--- src/rtl/ahb_arb_pkg.sv ---
// Shared types for the AHB master request arbiter.
// Holds the FSM state encoding and a reference round-robin pick.
package ahb_arb_pkg;

  typedef enum logic [1:0] {
    IDLE    = 2'd0,
    ISSUE   = 2'd1,
    WAIT_RD = 2'd2
  } arb_state_e;

  localparam int MAX_REQ = 8;

  // Next set bit after 'last', wrapping modulo n; returns 'last' if none
  function automatic logic [2:0] rr_pick(
    input logic [MAX_REQ-1:0] req,
    input logic [2:0]         last,
    input int                 n
  );
    logic [2:0] idx;
    logic       found;
    rr_pick = last;
    found   = 1'b0;
    for (int i = 1; i <= MAX_REQ; i++) begin
      if (i <= n && !found) begin
        idx = 3'((int'(last) + i) % n);
        if (req[idx]) begin
          rr_pick = idx;
          found   = 1'b1;
        end
      end
    end
  endfunction

endpackage

--- src/rtl/rr_arbiter_core.sv ---
// Combinational round-robin picker: rotate so the slot after 'last'
// sits at bit 0, take the lowest set bit, then rotate the index back.
module rr_arbiter_core #(
  parameter int NUM_REQ = 4,
  parameter int ID_W    = 2
) (
  input  logic [NUM_REQ-1:0] req_i,
  input  logic [ID_W-1:0]    last_i,
  output logic [ID_W-1:0]    pick_o,
  output logic               any_o
);

  logic [NUM_REQ-1:0] rot;
  logic [ID_W:0]      start;
  logic [ID_W:0]      off;
  logic [ID_W:0]      sum;

  always_comb begin
    start = (ID_W+1)'(last_i) + (ID_W+1)'(1);
    if (start >= (ID_W+1)'(NUM_REQ)) begin
      start = '0;
    end
    rot = NUM_REQ'({req_i, req_i} >> start);
    off = '0;
    for (int i = NUM_REQ - 1; i >= 0; i--) begin
      if (rot[i]) begin
        off = (ID_W+1)'(i);
      end
    end
    sum = start + off;
    if (sum >= (ID_W+1)'(NUM_REQ)) begin
      sum = sum - (ID_W+1)'(NUM_REQ);
    end
    pick_o = sum[ID_W-1:0];
    any_o  = |req_i;
  end

endmodule

--- src/rtl/ahb_master_arbiter.sv ---
// Round-robin share of the single ahb_master command port; the grant
// is held through accept (writes) or read-data return (reads).
module ahb_master_arbiter
  import ahb_arb_pkg::*;
#(
  parameter int NUM_REQ    = 4,
  parameter int ADDR_WIDTH = 32,
  parameter int DATA_WIDTH = 32,
  parameter int ID_W       = 2
) (
  input  logic                          i_clk_ahb,
  input  logic                          i_rst_ahb,
  input  logic [NUM_REQ-1:0]            i_req_valid,
  input  logic [NUM_REQ-1:0]            i_req_rd0_wr1,
  input  logic [NUM_REQ*ADDR_WIDTH-1:0] i_req_addr,
  input  logic [NUM_REQ*DATA_WIDTH-1:0] i_req_wr_data,
  output logic [NUM_REQ-1:0]            o_req_ready,
  output logic [NUM_REQ-1:0]            o_req_rd_valid,
  output logic [DATA_WIDTH-1:0]         o_req_rd_data,
  output logic                          o_valid,
  output logic                          o_rd0_wr1,
  output logic [ADDR_WIDTH-1:0]         o_addr,
  output logic [DATA_WIDTH-1:0]         o_wr_data,
  input  logic                          i_ready,
  input  logic                          i_rd_valid,
  input  logic [DATA_WIDTH-1:0]         i_rd_data,
  input  logic                          i_sleep_req,
  output logic                          o_sleep_ack,
  output logic [ID_W-1:0]               o_grant_id,
  output logic                          o_busy
);

  arb_state_e      state_q, state_d;
  logic [ID_W-1:0] gnt_q, gnt_d;
  logic [ID_W-1:0] last_q, last_d;
  logic            ack_q, ack_d;
  logic [ID_W-1:0] pick;
  logic            pick_any;

  rr_arbiter_core #(
    .NUM_REQ (NUM_REQ),
    .ID_W    (ID_W)
  ) u_core (
    .req_i  (i_req_valid),
    .last_i (last_q),
    .pick_o (pick),
    .any_o  (pick_any)
  );

  always_ff @(posedge i_clk_ahb) begin
    if (i_rst_ahb) begin
      state_q <= IDLE;
      gnt_q   <= '0;
      last_q  <= ID_W'(NUM_REQ - 1);
      ack_q   <= 1'b0;
    end else begin
      state_q <= state_d;
      gnt_q   <= gnt_d;
      last_q  <= last_d;
      ack_q   <= ack_d;
    end
  end

  // Ack rises only from a quiet IDLE and drops as soon as the request goes
  assign ack_d = i_sleep_req & (ack_q | (state_q == IDLE));

  always_comb begin
    state_d        = state_q;
    gnt_d          = gnt_q;
    last_d         = last_q;
    o_valid        = 1'b0;
    o_rd0_wr1      = 1'b0;
    o_addr         = '0;
    o_wr_data      = '0;
    o_req_ready    = '0;
    o_req_rd_valid = '0;
    unique case (state_q)
      IDLE: begin
        if (!i_sleep_req && !ack_q && pick_any) begin
          gnt_d   = pick;
          state_d = ISSUE;
        end
      end
      ISSUE: begin
        o_valid   = i_req_valid[gnt_q] & ~ack_q;
        o_rd0_wr1 = i_req_rd0_wr1[gnt_q];
        o_addr    = i_req_addr[gnt_q*ADDR_WIDTH +: ADDR_WIDTH];
        o_wr_data = i_req_wr_data[gnt_q*DATA_WIDTH +: DATA_WIDTH];
        o_req_ready[gnt_q] = i_ready & ~ack_q;
        if (!i_req_valid[gnt_q]) begin
          state_d = IDLE;
        end else if (i_ready) begin
          if (i_req_rd0_wr1[gnt_q]) begin
            last_d  = gnt_q;
            state_d = IDLE;
          end else begin
            state_d = WAIT_RD;
          end
        end
      end
      WAIT_RD: begin
        if (i_rd_valid) begin
          o_req_rd_valid[gnt_q] = 1'b1;
          last_d  = gnt_q;
          state_d = IDLE;
        end
      end
      default: state_d = IDLE;
    endcase
  end

  assign o_req_rd_data = i_rd_data;
  assign o_sleep_ack   = ack_q;
  assign o_grant_id    = gnt_q;
  assign o_busy        = (state_q != IDLE);

endmodule

--- config.mk ---
export PLATFORM = sky130hd
export DESIGN_NAME = ahb_master_arbiter
export DESIGN_NICKNAME = d
export VERILOG_FILES = /design/src/rtl/ahb_arb_pkg.sv /design/src/rtl/rr_arbiter_core.sv /design/src/rtl/ahb_master_arbiter.sv
export SDC_FILE = /design/constraint.sdc
export NUM_CORES = 1
export LEC_CHECK = 0
export BUFFER_PORTS_ARGS = -buffer_cell sky130_fd_sc_hd__buf_2
export CAP_MARGIN = 20
export CORE_AREA = 8 8 152 154
export CTS_CLUSTER_SIZE = 25
export DETAILED_ROUTE_END_ITERATION = 12
export DIE_AREA = 0 0 160 162
export PLACE_DENSITY_LB_ADDON = 0.08
export SLEW_MARGIN = 20
export SYNTH_ARGS = -nofsm -noshare
export SYNTH_HDL_FRONTEND = slang
export SYNTH_SLANG_ARGS = --single-unit
--- constraint.sdc ---
create_clock -name i_clk_ahb -period 1.6 [get_ports i_clk_ahb]
set_input_delay 0.16 -clock i_clk_ahb [delete_from_list [all_inputs] [get_ports i_clk_ahb]]
set_output_delay 0.16 -clock i_clk_ahb [all_outputs]
set_load 0.05 [all_outputs]
==> out/qor.yml, run 1 <==
critical_path:
  r2r_start: "o_grant_id[0]"
  cp-start-kind: "register"
  rr_worst_depth: 5
  path_cells: "buf_6 > buf_16 > mux4_2 > nor2b_4 > buf_6"
  cpMostUsedCell: "buf_6"
  r2r_setup_slack_ps: -270
  rr_endpoint: "state_q[1]"
  cp.required_ps: 1440
  cp-end-kind: "output pin"
  critPathSlowestCell: "mux4_2"
  cp.arrival_ps: 1760
  critPathKind: "register to output pin"
  cpPeakStageDelay_ps: 490
  cp_max_fo: 6
sta:
  relSlewSlack_pct: 69.4
  finClkSkew_ps: 2.01
  tightest_slew_ps: 455
  period_share_pct: 120
  drv_slew: 0
  hold_slack_ps: 208
  fin_tns_setup_ps: -20120
  hold_violations: 0
  grt_setup_unrepaired: "true"
  clock.fmax_mhz: 520
  setup-violations-final: 69
  fin_crit_ps: 1920
  layout_setup_ws_ps: -322
detailed_routing:
  drc: 0
  drtPass1Iterations: 4
  via_count: 3429
  vias_per_cell: 4.05
  post_drt_wl_per_cell_um: 19.9
  routed_wl_um: 16800
  ant_nets: 0
  drtIter0Drc: 171
global_route:
  grt_max_degree: 39
  antenna_found_initial: 2
  grt_pass1_vias: 3976
  grt_usage_pct: 12.2
  grt-ovfl-total: 0
  grt_pass1_wl_um: 25000
floorplanning:
  start_util_pct: 13.1
  core-area_um2: 20700
  fp.dieW_um: 160
  fp.dieArea_um2: 25900
  die_height_um: 162
  rows: 53
  pin_count: 411
yosys:
  synth_cell_types: 31
  synthTopCellsByCount: "mux4_2, nor2b_1, buf_4, clkbuf_1, nor2_1"
  synth_nets: 549
  yosys.area.top_type_share_pct: 55.0
  synth.area.top_cells: "mux4_2, nor2b_1, buf_4, dfxtp_1, clkbuf_1"
  ys_warn_count: 0
  synth_most_common_cell: "mux4_2"
  synth_area_um2: 2700
  postSynthCellCount: 247
  synth_edf_count: 0
  ys_ff_latch: 7
  yosysSeqAreaShare_pct: 5.19
  synth_top_cell_by_area: "mux4_2"
  async_reset_ff_share_pct: 0
  synth-main-ff-cell: "dfxtp_1"
  syn_avg_cell_area_um2: 10.9
cells_and_area:
  drive_gt1_share_pct: 92.3
  nFillCells: 2233
  fin_nets: 873
  final_util_pct: 27.7
  area_growth_pct: 112
clock_tree:
  htreeDepth: 1
  cts.sinks: 7
  clkTransAtPathRegs_ps: 30
  clock_latency_ps: 230
  clockBufferDepth: 2
  ctsRootBufferMaster: "clkbuf_16"
  cts_buffers: 3
  cts_tree: "built"
worst_hold_path:
  holdPathStages: 3
  holdPathEnd: "o_sleep_ack"
  min_from: "i_sleep_req"
  worstHoldPathType: "input pin to register"
placement:
  dpl.hpwl_um: 14700
  port_buffers: 346
  pre_cts_slack_ps: -221
  gp_congestion: 0.865
run_status:
  status: "complete, but fails checks"
  violations: "setup timing"
pwr:
  p_leak_nw: 2.61
  irDropWorstVdd_mv: 0.233
  power-per-cell-area_nw_per_um2: 420
flow_run:
  maxCapViolations: 0
==> metrics by stage <==
stage	cell area (um2)	cells	total power, mW
detailed placement	5070	836	1.82
global placement	5070	836	1.81
global route	5720	846	2.54
floorplan	3170	247	1.47
finish	5720	846	2.41
CTS	5600	845	2.40
==> worst max-delay path, delay by kind of cell, from the launching register on <==
kind / cells / cell delay [ps]
simple gates: 1 / 140
mux: 1 / 490
flops: 1 / 440
buf+inv: 3 / 450
==> where the power goes <==
group	internal, mW	total, mW	switching [mW]
Combinational	0.932	1.78	0.848
Clock	0.331	0.422	0.0908
Sequential	0.183	0.203	0.0196
==> logic make-up after synthesis <==
group / after synthesis / synth area share [%]
AOI/OAI and AO/OA: 16 / 4.35
adders and majority gates: 1 / 0.463
buffers and inverters: 58 / 13.1
DFF: 7 / 5.19
muxes: 66 / 55.0
and+or+nand+nor: 99 / 21.9
==> layer usage <==
layer | GRT usage [%] | up-vias | part of all wire (%)
met4 | 1.44 | 2 | 0.76
met2 | 24.4 | 169 | 57
met1 | 12.4 | 1661 | 34
met5 | 0 | - | 0.077
met3 | 3.75 | 18 | 7.7
li1 | - | 1579 | -
==> cells in the final DEF (no fill, tap or decap), types with 3 or more instances in the layout <==
master,count
nor2b_4,51
nor2_4,3
nor2b_2,12
a21oi_1,4
clkbuf_16,3
buf_6,55
nand2b_1,3
nand2_1,3
nor2_1,3
buf_8,7
nor4_1,4
buf_12,4
buf_4,18
nand2b_4,3
buf_2,289
dfxtp_1,5
mux4_2,66
nor2_2,4
==> worst max path at each step <==
stage / to / depth (start not counted) / from
floorplan: o_wr_data[0] / 4 / o_grant_id[1]
global placement: o_wr_data[9] / 4 / o_grant_id[0]
detailed placement: o_addr[7] / 4 / o_grant_id[0]
CTS: o_addr[5] / 5 / o_grant_id[0]
global route: o_wr_data[7] / 4 / o_grant_id[0]
finish: o_wr_data[22] / 5 / o_grant_id[0]
==> final cells by class <==
class / instances / area, um2 / area share (%)
diodes: 1 / 2.50 / 0.0437
clock buffers: 4 / 78.8 / 1.38
inverters: 2 / 7.51 / 0.131
multi-input cells: 182 / 2700 / 47.2
flip-flops and latches: 7 / 148 / 2.58
well taps: 275 / 344 / 6.01
repair buffers: 375 / 2440 / 42.6
==> state kept, by name, summed over array words and instances (netlist names) <==
signal       count
last_q           2
state_q          2
o_sleep_ack      1
o_grant_id       2
==> repair_timing <==
action                                  in CTS  in global routing
pin swaps                                    2                  1
resized for setup                          123                 31
cloned                                       2                  0
setup buffers                                3                  1
endpoints found under the setup margin      73                 76
hold buffers                                 0                  0
(Power assumes the default switching activity.)
==> run 2, diff against run 1 <==
- RECOVER_POWER: not set -> 100
- SKIP_LAST_GASP: not set -> 1
- SYNTH_HIERARCHICAL: not set -> 1
==> run 2 against run 1 <==
Net effect: the run still ends with setup timing left; synthesized cell count grew 7.3%; critical path depth down 1; maximum frequency is 1.7% lower; worst hold slack improved by 5.0 ps; via count rose by 6.7%; non-clock buffer count is 12 higher; design area increased by 4.4%; sequential cell count unchanged; combinational power rose by 8%; clock power is 2% higher; cell count is 3.4% higher; setup slack worse by 34 ps; largest power group unchanged.
==> out/qor.yml, run 2 <==
cells_and_area:
  final_cell_count_no_fill: 875
  regArea_um2: 154
  nFillCells: 2255
  fin_nets: 904
  diodes: 0
  final_common_cell: "buf_2"
  final_cell_mix: "buf_2, mux4_2, and2_4, buf_6, buf_8"
  area_growth_pct: 113
  final_util_pct: 28.9
  multi_input_area_um2: 2580
  drive_gt1_share_pct: 89.7
run_status:
  status: "complete, but fails checks"
  violations: "setup timing"
critical_path:
  cp_max_fo: 7
  cp-start-kind: "register"
  path_cells: "buf_4 > mux4_2 > and2_2 > buf_4"
  cpMostUsedCell: "buf_4"
  cp.arrival_ps: 1800
  critPathKind: "register to output pin"
  r2r_start: "o_grant_id[0]"
  rr_endpoint: "last_q[0]"
  cp.required_ps: 1440
  r2r_setup_slack_ps: -260
  critPathSlowestCell: "mux4_2"
  rr_worst_depth: 5
  cpPeakStageDelay_ps: 540
  cp-end-kind: "output pin"
sta:
  tightest_slew_ps: 604
  grt_setup_unrepaired: "true"
  setup-violations-final: 71
  clock.fmax_mhz: 511
  drv_slew: 0
  hold_slack_ps: 213
  period_share_pct: 122
  hold_violations: 0
  finClkSkew_ps: 1.53
  fin_crit_ps: 1960
  layout_setup_ws_ps: -355
  relSlewSlack_pct: 59.9
pwr:
  irDropWorstVdd_mv: 0.310
  power_frac_comb_pct: 75.4
  p_clk_share_pct: 16.8
  p_leak_nw: 2.69
  p_sw_mw: 1.02
  intPower_mw: 1.54
  power-per-cell-area_nw_per_um2: 428
  power_frac_seq_pct: 7.7
  netSwitchingFraction_pct: 39.8
floorplanning:
  fp.dieArea_um2: 25900
  pin_count: 411
  die_height_um: 162
  core-area_um2: 20700
  start_util_pct: 13.5
  fp.dieW_um: 160
  rows: 53
clock_tree:
  cts.sinks: 7
  cts_buffers: 3
  htreeDepth: 1
  cts_tree: "built"
  clkTransAtPathRegs_ps: 40
  clock_latency_ps: 230
  clockBufferDepth: 2
  ctsRootBufferMaster: "clkbuf_16"
  postCtsHoldBufs: 0
placement:
  dpl.hpwl_um: 16300
  port_buffers: 346
  dpl.cell_count: 859
  gp_congestion: 0.833
global_route:
  grt_pass1_vias: 4181
  grt_max_degree: 35
  grt-ovfl-total: 0
  grt.met2_usage_pct: 27.2
  gr-max-usage-layer: "met2"
  antenna_found_initial: 1
  gr-usage-met3_pct: 3.49
  grt_pass1_wl_um: 27700
  grt_util_met1_pct: 14.8
  grt_usage_pct: 13.7
yosys:
  synth.area.top_cells: "mux4_2, and2_1, buf_4, dfxtp_1, nor2_1"
  synth-main-ff-cell: "dfxtp_1"
  synthAdderAreaFrac_pct: 0.893
  yosysSeqAreaShare_pct: 5.00
  async_reset_ff_share_pct: 0
  synth_mux_area_share_pct: 53.8
  synth_cell_types: 35
  yosys.area_share.xor_xnor_pct: 0.625
  synth_top_cell_by_area: "mux4_2"
  synth_area_um2: 2800
  synth-simple-area-share_pct: 22.7
  synth_nets: 568
  postSynthCellCount: 265
  synth_most_common_cell: "mux4_2"
  synth-compound-area-share_pct: 4.29
  synth_top_family_by_area: "multiplexers"
  ys_ff_latch: 7
  synthTopCellsByCount: "mux4_2, and2_1, buf_4, nor2_1, clkbuf_1"
  synth_edf_count: 0
  syn_avg_cell_area_um2: 10.6
  ys_warn_count: 6
  yosys.area.top_type_share_pct: 53.1
detailed_routing:
  post_drt_wl_per_cell_um: 21.7
  routed_wl_um: 19000
  drtPass1Iterations: 4
  vias_per_cell: 4.18
  drtIter0Drc: 155
  via_count: 3660
  ant_nets: 0
  drc: 0
worst_hold_path:
  worstHoldPathType: "input pin to register"
  min_from: "i_rst_ahb"
  holdPathStages: 2
  holdPathEnd: "o_grant_id[0]"
flow_run:
  maxCapViolations: 0
run 2: routing by layer:
metal  up-vias  wire (um)
li1       1661          -
met1      1778       6870
met2       204      10600
met3        15       1380
met4         2         95
met5         -         13
run 2: power by group through the flow:
stage	clock network, mW	registers [mW]	logic (mW)
2_1_floorplan	0	0.212	1.17
3_3_place_gp	0	0.197	1.60
3_5_place_dp	0	0.197	1.61
4_1_cts	0.437	0.197	1.84
5_1_grt	0.454	0.200	2.05
6_report	0.431	0.198	1.93
run 2: stage by stage:
| stage | setup slack, ps | setup TNS [ps] | power, mW | instance area [um2] |
|---|---|---|---|---|
| floorplan | -293 | -15540 | 1.38 | 2970 |
| CTS | -387 | -22170 | 2.47 | 5670 |
| global placement | -260 | -7930 | 1.79 | 4970 |
| global route | -414 | -24920 | 2.70 | 5980 |
| detailed placement | -231 | -8090 | 1.80 | 4970 |
| finish | -355 | -20480 | 2.56 | 5980 |
run 2: what timing repair did:
item	in CTS	in global routing
endpoints found under the setup margin	79	79
cloned	3	1
pin swaps	19	13
gates resized for setup	143	107
setup buffers	8	2
run 2: final cells by class:
cell class	count	share of cell area, %
Multi-Input combinational cell	199	43.2
Clock buffer	4	1.32
Tap cell	275	5.76
Sequential cell	7	2.57
Timing Repair Buffer	387	47.0
Inverter	3	0.188
run 2: logic make-up after synthesis:
family | Yosys count
mux | 68
buf+inv | 59
xor+xnor | 2
compound gates | 19
fa+ha+maj | 2
flops | 7
simple gates | 108
run 2: how the worst max path moves through the flow:
stage / start / slack (ps) / to / cells past startpoint
final: o_grant_id[0] / -360 / o_rd0_wr1 / 4
after detailed placement: last_q[1] / -230 / o_grant_id[1] / 11
after CTS: o_grant_id[0] / -390 / o_wr_data[25] / 6
after global placement: last_q[0] / -260 / o_grant_id[1] / 11
after global routing: o_grant_id[0] / -410 / o_wr_data[3] / 5
after floorplan: o_grant_id[0] / -290 / o_addr[10] / 4
run 2: worst max-delay path: cells and delay by family (launching register included):
family / cells / cell delay [ps]
mux: 1 / 540
simple gates: 1 / 210
buf+inv: 2 / 390
flops: 1 / 420
==> run 3, diff against run 2 <==
- CORE_AREA: 8 8 152 154 -> 2 2 159 161
- CTS_CLUSTER_SIZE: 25 -> not set
- DIE_AREA: 0 0 160 162 -> 0 0 161 163
==> run 3 against run 2 <==
Net effect: the run still ends with setup timing left; non-clock buffer count increased by 4; worst hold slack improved by 3.8 ps; total power increased by 4.4%; die area increased by 1.2%; clock power decreased by 0.9%; global-route usage decreased by 1.1 points; first-iteration DRC count increased by 4.5%; largest cell class unchanged; wire length decreased by 6.6%.
==> out/qor.yml, run 3 (synthesis results as in run 2) <==
detailed_routing:
  drtIter0Drc: 162
  via_count: 3696
  post_drt_wl_per_cell_um: 19.0
  drtPass1Iterations: 4
  ant_nets: 0
  vias_per_cell: 3.95
  drc: 0
  routed_wl_um: 17700
critical_path:
  path_delay_family: "multiplexers"
  path_buf_inv: 3
  cp.arrival_ps: 1800
  cp-end-kind: "output pin"
  path_cells: "buf_12 > buf_16 > mux4_2 > and2_4 > buf_6"
  cpPeakStageDelay_ps: 560
  cp-start-kind: "register"
  cp_max_fo: 8
  critPathSlowestCell: "mux4_2"
  cp.required_ps: 1440
  critPathKind: "register to output pin"
sta:
  tightest_slew_ps: 605
  clock.fmax_mhz: 511
  grt_setup_unrepaired: "true"
  finClkSkew_ps: 0.745
  setup-violations-final: 73
  fin_tns_setup_ps: -19930
  relSlewSlack_pct: 59.1
  period_share_pct: 122
  drv_slew: 0
  hold_violations: 0
  layout_setup_ws_ps: -358
  fin_crit_ps: 1960
pwr:
  p_leak_nw: 2.79
  power-per-cell-area_nw_per_um2: 421
  irDropWorstVdd_mv: 0.269
  p_sw_mw: 1.05
  power_frac_seq_pct: 7.6
  power_frac_comb_pct: 76.4
  intPower_mw: 1.62
  netSwitchingFraction_pct: 39.5
  p_clk_share_pct: 16.0
placement:
  port_buffers: 346
  dpl.hpwl_um: 14500
  pre_cts_slack_ps: -278
  dpl.cell_count: 913
  gp_congestion: 0.806
floorplanning:
  start_util_pct: 11.4
  fp.dieW_um: 161
  core-area_um2: 24700
  rows: 58
  die_height_um: 163
  pin_count: 411
  fp.dieArea_um2: 26200
clock_tree:
  ctsRootBufferMaster: "clkbuf_16"
  clockBufferDepth: 2
  clkTransAtPathRegs_ps: 40
  cts.sinks: 7
  cts_tree: "built"
  htreeDepth: 1
  cts_buffers: 3
  clock_latency_ps: 230
cells_and_area:
  area_growth_pct: 127
  final_common_cell: "buf_2"
  final_cell_count_no_fill: 935
  fin_nets: 908
  drive_gt1_share_pct: 92.2
  final_cell_mix: "buf_2, mux4_2, and2_4, buf_8, buf_6"
global_route:
  antenna_found_initial: 2
  grt_usage_pct: 12.6
  grt_max_degree: 33
  grt_pass1_wl_um: 25200
  grt-ovfl-total: 0
  grt_pass1_vias: 3986
run_status:
  violations: "setup timing"
  status: "complete, but fails checks"
worst_hold_path:
  worstHoldPathType: "input pin to register"
flow_run:
  maxCapViolations: 0
-- run 3: routing by layer --
| layer | global-route usage [%] | share of wire [%] |
|---|---|---|
| met4 | 1.46 | 0.77 |
| met1 | 15.0 | 38 |
| met5 | 0 | 0.068 |
| met2 | 23.9 | 54 |
| met3 | 2.60 | 7.1 |
-- run 3: worst paths after layout --
path,start,endpoint,slack [ps],depth (start not counted)
worst max-delay path,o_grant_id[0],o_wr_data[5],-360,5
worst min-delay path,i_rst_ahb,state_q[1],220,2
worst max register to register,o_grant_id[0],state_q[1],-310,5
worst min register to register,state_q[1],state_q[0],560,2
-- run 3: final cells by class --
cell class,count,area [um2]
Timing Repair Buffer,391,3030
Multi-Input combinational cell,199,2660
Fill cell,2676,18300
Clock buffer,4,78.8
Tap cell,330,413
Inverter,3,11.3
Antenna cell,1,2.50
Sequential cell,7,154
-- run 3: stage by stage --
step                utilization, %  power [mW]  instance area [um2]  hold slack (ps)
floorplan                        -        1.38                 2970              325
global placement              20.4        1.80                 5040              320
detailed placement            20.4        1.81                 5040              320
CTS                           25.4        2.69                 6270              220
global route                  25.7        2.82                 6350              236
finish                        25.7        2.67                 6350              217
-- run 3: repair_timing --
action / 4_1_cts / 5_1_grt
resized for setup: 256 / 39
hold buffers: 0 / 0
setup endpoints to repair: 80 / 80
gates cloned: 7 / 0
endpoints found under the hold margin: 0 / 0
buffers inserted: 12 / 2
pin swaps: 48 / 12
-- run 3: power by group through the flow --
stage / registers [mW] / clock network, mW / logic (mW)
finish: 0.202 / 0.427 / 2.04
detailed placement: 0.210 / 0 / 1.60
floorplan: 0.212 / 0 / 1.17
global route: 0.205 / 0.454 / 2.16
CTS: 0.202 / 0.442 / 2.05
global placement: 0.210 / 0 / 1.59
